`src/rtl/fan_speed_ctrl.sv`:
```
// Temperature-driven fan controller: sample handshake, 4-zone FSM with hysteresis, speed output.
// Define FAN_SOFT_RAMP_EN to ramp speed toward the target in STEP increments every RAMP_DIV cycles.
`timescale 1ns/1ps

module fan_speed_ctrl #(
    parameter logic [7:0]  T_LOW    = 8'd25,
    parameter logic [7:0]  T_MID    = 8'd35,
    parameter logic [7:0]  T_CRIT   = 8'd45,
    parameter logic [7:0]  HYST     = 8'd2,
    parameter logic [7:0]  SPD_LOW  = 8'd96,
    parameter logic [7:0]  SPD_HIGH = 8'd192,
    parameter logic [7:0]  STEP     = 8'd4,
    parameter logic [15:0] RAMP_DIV = 16'd50000
) (
    input  logic       arst,
    input  logic       clk,
    input  logic [7:0] temp,
    input  logic       temp_valid,
    output logic       temp_ready,
    input  logic       enable,
    output logic [7:0] speed,
    output logic       fan_on,
    output logic       alarm
);

    localparam int unsigned TW = 8;
    localparam int unsigned SW = 8;

    typedef enum logic [1:0] {
        ZONE_OFF  = 2'd0,
        ZONE_LOW  = 2'd1,
        ZONE_HIGH = 2'd2,
        ZONE_CRIT = 2'd3
    } zone_t;

    // Highest zone whose entry threshold is at or below t.
    function automatic zone_t zone_of(input logic [TW-1:0] t);
        zone_t z;
        if (t >= T_CRIT)      z = ZONE_CRIT;
        else if (t >= T_MID)  z = ZONE_HIGH;
        else if (t >= T_LOW)  z = ZONE_LOW;
        else                  z = ZONE_OFF;
        return z;
    endfunction

    function automatic logic [SW-1:0] target_of(input zone_t z);
        logic [SW-1:0] s;
        case (z)
            ZONE_LOW:  s = SPD_LOW;
            ZONE_HIGH: s = SPD_HIGH;
            ZONE_CRIT: s = 8'hFF;
            default:   s = 8'h00;
        endcase
        return s;
    endfunction

    zone_t          zone;
    zone_t          zone_nxt;
    zone_t          zone_up_c;
    zone_t          zone_dn_c;
    logic [TW-1:0]  sample;
    logic           accept_c;
    logic           eval_c;
    logic [TW:0]    hyst_sum_c;
    logic [TW-1:0]  hyst_sat_c;
    logic [SW-1:0]  target;
    logic [SW-1:0]  target_nxt;
    logic           alarm_nxt;
    logic [SW-1:0]  speed_nxt_c;

    assign accept_c = temp_valid & temp_ready;
    // The cycle after an acceptance is the evaluate cycle; temp_ready is low exactly then.
    assign eval_c   = ~temp_ready;

    // Handshake: ready drops for one cycle after each acceptance.
    always_ff @(posedge clk or negedge arst) begin
        if (!arst) begin
            temp_ready <= 1'b1;
            sample     <= '0;
        end else begin
            temp_ready <= ~accept_c;
            if (accept_c) sample <= temp;
        end
    end

    // Downward decisions use temp+HYST, saturated so 254/255 don't wrap to a low zone.
    assign hyst_sum_c = {1'b0, sample} + {1'b0, HYST};
    assign hyst_sat_c = hyst_sum_c[TW] ? {TW{1'b1}} : hyst_sum_c[TW-1:0];
    assign zone_up_c  = zone_of(sample);
    assign zone_dn_c  = zone_of(hyst_sat_c);

    // Zone state register.
    always_ff @(posedge clk or negedge arst) begin
        if (!arst) zone <= ZONE_OFF;
        else       zone <= zone_nxt;
    end

    // Zone next-state and the zone-derived outputs.
    always_comb begin
        zone_nxt   = zone;
        target_nxt = target;
        alarm_nxt  = alarm;
        if (!enable) begin
            zone_nxt = ZONE_OFF;
        end else if (eval_c) begin
            if (zone_up_c > zone)       zone_nxt = zone_up_c;
            else if (zone_dn_c < zone)  zone_nxt = zone_dn_c;
        end
        target_nxt = target_of(zone_nxt);
        alarm_nxt  = (zone_nxt == ZONE_CRIT);
    end

    always_ff @(posedge clk or negedge arst) begin
        if (!arst) begin
            target <= '0;
            alarm  <= 1'b0;
        end else begin
            target <= target_nxt;
            alarm  <= alarm_nxt;
        end
    end

`ifdef FAN_SOFT_RAMP_EN
    logic [15:0]   ramp_cnt;
    logic          tick_c;
    logic [SW:0]   up_sum_c;
    logic [SW:0]   dn_lim_c;
    logic [SW-1:0] step_c;

    // Free-running tick divider; deliberately not restarted on target change.
    assign tick_c = (ramp_cnt == RAMP_DIV - 16'd1);

    always_ff @(posedge clk or negedge arst) begin
        if (!arst)       ramp_cnt <= '0;
        else if (tick_c) ramp_cnt <= '0;
        else             ramp_cnt <= ramp_cnt + 16'd1;
    end

    // One STEP toward the target, computed 9-bit and clamped so it never overshoots or wraps.
    assign up_sum_c = {1'b0, speed} + {1'b0, STEP};
    assign dn_lim_c = {1'b0, target} + {1'b0, STEP};

    always_comb begin
        step_c = speed;
        if (speed < target) begin
            step_c = (up_sum_c >= {1'b0, target}) ? target : up_sum_c[SW-1:0];
        end else if (speed > target) begin
            step_c = ({1'b0, speed} <= dn_lim_c) ? target : SW'(speed - STEP);
        end
    end

    always_comb begin
        speed_nxt_c = speed;
        if (zone_nxt == ZONE_CRIT) speed_nxt_c = 8'hFF;
        else if (tick_c)           speed_nxt_c = step_c;
    end
`else
    logic unused_cfg;
    assign unused_cfg = ^{STEP, RAMP_DIV};

    // CRIT lands together with alarm; all other zones follow the registered target a cycle later.
    always_comb begin
        speed_nxt_c = target;
        if (zone_nxt == ZONE_CRIT) speed_nxt_c = 8'hFF;
    end
`endif

    // Speed and fan_on; fan_on lags speed by one cycle.
    always_ff @(posedge clk or negedge arst) begin
        if (!arst) begin
            speed  <= '0;
            fan_on <= 1'b0;
        end else begin
            speed  <= speed_nxt_c;
            fan_on <= (speed != '0);
        end
    end

endmodule

```
`config.mk`:
```
export PLATFORM = sky130hd
export DESIGN_NAME = fan_speed_ctrl
export DESIGN_NICKNAME = d
export VERILOG_FILES = /design/src/rtl/fan_speed_ctrl.sv
export SDC_FILE = /design/constraint.sdc
export NUM_CORES = 1
export LEC_CHECK = 0
export ABC_AREA = 1
export BUFFER_PORTS_ARGS = -buffer_cell sky130_fd_sc_hd__buf_4
export CORE_MARGIN = 1
export CORE_UTILIZATION = 46
export CTS_CLUSTER_DIAMETER = 40
export DETAILED_ROUTE_END_ITERATION = 8
export PLACE_DENSITY = 0.69
export SLEW_MARGIN = 20
export SYNTH_ARGS = -nofsm -noshare
export SYNTH_HDL_FRONTEND = slang
export SYNTH_SLANG_ARGS = --single-unit
```
`constraint.sdc`:
```
create_clock -name clk -period 4.03 [get_ports clk]
set_input_delay 0.403 -clock clk [delete_from_list [all_inputs] [get_ports clk]]
set_output_delay 0.403 -clock clk [all_outputs]
set_load 0.01 [all_outputs]
```
==> out/results.ini <==
[outcome]
status=finished clean

[pwr]
powerDensity_mw_per_mm2=381.1
leakagePower_nw=0.7501
ir_worst_vdd_uv=278.5
total_power_mw=0.5130

[floorplanning]
die_h_um=52.08
initial_core_util_pct=50.22
num_io_pins=23
die_area_mm2=0.002712
coreArea_mm2=0.002297
die_w_um=52.08
rows=17

[critical_path]
crit_path_top_delay_cell=dfrtp_1
path_common_cell=nand2_1
crit_type=register to register
critPathCaptureType=register
arrival_ns=2.74
critPathMaxFanout=5
crit_chain=nor2_1 -> inv_1 -> nor3_1 -> nand2_1 -> nand3_1 -> o21ai_0 -> inv_1 -> ha_1 -> nand2_1 -> nand2_1 -> a21oi_1 -> a21boi_0 -> nor2_1 -> nand3_2 -> nand2_1
required_ns=4.22
crit_buf_inv=2
start_kind=register
cpPeakStageDelay_ns=0.44
crit_family=simple AND/OR/NAND/NOR gates

[grt]
grt.overflow.total=0
antenna_found_initial=0
grt_max_degree=20
grt_pass1_vias=872
grt_pass1_wl_um=3698
grt_usage_pct=18.50

[logic_synthesis]
syn_inst=155
syn_area_mm2=0.001154
synth_edf_count=0
syn_nets=172
ys_ff_latch=19
yosys_warnings=0
synth_top_area_share_pct=39.05
synth-seq-area-share_pct=41.32
syn_avg_cell_area_um2=7.443
post-synth-top-area-cell=dfrtp_1
synthTopCellsByArea=dfrtp_1, nand2_1, inv_1
synthDistinctLibCells=23
ys_async_sr_fraction_pct=100.0
synth_ff_type=dfrtp_1

[clocking]
clk_latency_ns=0.29
htreeDepth=1
clockBufferDepth=2
cts_root_buf=clkbuf_4
cts_num_sinks=19
path_clk_slew_ns=0.11
cts_resized=0
cts_buffers=3
cts_tree=yes

[finish]
area_delta_synth_final_pct=16.70
regArea_um2=476.7
finish.instance_area_mm2=0.001346
multi_input_area_um2=541.8
nFillCells=226
fin_cells=204
layout-drive-gt1-share_pct=21.02
layout.nets=194
antennaDiodeCount=0

[timing]
worstMarginPinSlew_ns=0.4454
rsz0062_at_grt=no
period_share_pct=63.18
max_slew_margin_pct=70.24
setup_violations=0
finalCriticalPeriod_ns=2.546
hold_viol=0
fmax_mhz=392.7
finalClockSkew_ns=0.004975
tns_ns=0
finalMaxSlewViolations=0

[routing]
drc_errors=0
wirelength_um=2187
vias=1009
avgRoutedWirePerCell_um=10.72
first_pass_iters=4
postRouteAntennaNets=0
drt-vias-per-instance=4.946
drtIter0Drc=19

[place]
dp.cells=199
place.port_buffers=22
place_area_mm2=0.001309
hpwl_um=1776
place_congestion=0.8353

[worst_hold_path]
hold_path.class=input port to register

[job]
cap_violations=0

==> worst paths after layout <==
check                                       from               endpoint  slack, ns  cells after the start
hold / removal                           temp[0]  sample[0]$_DFFE_PN0P_       0.34                      2
max in group asynchronous                   arst   temp_ready$_DFF_PN1_       3.27                      2
setup reg to reg           sample[6]$_DFFE_PN0P_     speed[6]$_DFF_PN0_       1.48                     15
hold reg to reg              target[7]$_DFF_PN0_     speed[7]$_DFF_PN0_       0.45                      2
setup / recovery           sample[6]$_DFFE_PN0P_     speed[6]$_DFF_PN0_       1.48                     15
min in group asynchronous                   arst    target[5]$_DFF_PN0_       0.51                      2
==> layout make-up <==
class	instances	share of cell area [%]
tap	28	2.602
sequential	19	35.41
inverter	24	6.691
timing repair buffer	23	13.01
multi-input combinational	106	40.24
clock buffer	3	1.673
clock inverter	1	0.3717
==> stage by stage <==
stage | hold slack, ns | util (%) | worst slack, ns
after floorplan | 0.1074 | - | 1.873
after global placement | 0.2832 | 56.97 | 1.673
after detailed placement | 0.2883 | 56.97 | 1.546
after CTS | 0.3327 | 58.61 | 1.522
after global routing | 0.3304 | 58.61 | 1.143
final | 0.3378 | 58.61 | 1.484
==> sequential cells by signal, indices dropped and copies added, names as in the netlist <==
register	count
sample	8
fan_on	1
zone	1
target	3
alarm	1
temp_ready	1
speed	4
==> cell usage in the layout (no fill, tap or decap) <==
| cell type | netlist | layout |
|---|---|---|
| dfrtp_1 | 18 | 18 |
| dlygate4sd3_1 | 0 | 1 |
| o21ai_1 | 1 | 1 |
| o21ai_0 | 3 | 3 |
| nor3_1 | 3 | 3 |
| ha_1 | 5 | 5 |
| nor2_1 | 17 | 17 |
| nor2_2 | 3 | 3 |
| clkbuf_4 | 0 | 3 |
| or4_1 | 1 | 1 |
| buf_4 | 4 | 22 |
| nand2_1 | 40 | 40 |
| inv_1 | 24 | 24 |
| nand2_2 | 3 | 3 |
| mux2_2 | 2 | 2 |
| nand3b_1 | 1 | 1 |
| xnor2_1 | 1 | 1 |
| nand3_2 | 2 | 2 |
| nand4_1 | 1 | 1 |
| clkinv_2 | 0 | 1 |
| a21boi_0 | 2 | 2 |
| dfstp_2 | 1 | 1 |
| nand3_1 | 10 | 10 |
| a21oi_1 | 11 | 11 |
==> worst reg2reg max path, delay by kind of cell (launching register included) <==
family / cells / cell delay (ns)
AND/OR/NAND/NOR: 9 / 1.04
AO/OA/AOI/OAI: 3 / 0.61
flip-flops: 1 / 0.44
adder cells (fa/ha/maj): 1 / 0.21
buffers and inverters: 2 / 0.16
==> cells in the mapped netlist, types with 3 or more instances <==
master and number:
nor3_1 3, buf_4 4, nand3_1 10, nor2_2 3, a21oi_1 11, inv_1 24, dfrtp_1 18, nor2_1 17
o21ai_0 3, nand2_1 40, nand2_2 3, ha_1 5
==> metal layers <==
layer	share of wire (%)	track usage (%)
met5	0	0
met2	47	29.06
met1	50	25.65
met3	2.6	2.632
met4	0.78	6.757
==> where the power goes <==
| group | total (mW) | leakage, nW | switching (mW) | internal [mW] |
|---|---|---|---|---|
| registers | 0.240 | 0.227 | 0.0241 | 0.216 |
| logic | 0.178 | 0.505 | 0.103 | 0.0749 |
| clock network | 0.0949 | 0.0177 | 0.0581 | 0.0369 |
| total | 0.513 | 0.750 | 0.185 | 0.328 |
==> repair_timing <==
action	in CTS	in global routing
hold endpoints to repair	18	0
hold buffers	1	0
setup endpoints to repair	0	0
buffers inserted	0	0
==> kinds of logic (layout without fill, tap and decap cells) <==
| family | Yosys count | in the layout | share of synthesized area (%) |
|---|---|---|---|
| muxes | 2 | 2 | 1.952 |
| adders and majority gates | 5 | 5 | 5.423 |
| and+or+nand+nor | 81 | 81 | 31.02 |
| buffers and inverters | 30 | 51 | 11.71 |
| AOI/OAI and AO/OA | 17 | 17 | 7.808 |
| DFF | 19 | 19 | 41.32 |
| xor gates and xnor gates | 1 | 1 | 0.7594 |
Note: power is estimated with default switching activity, not from simulation.
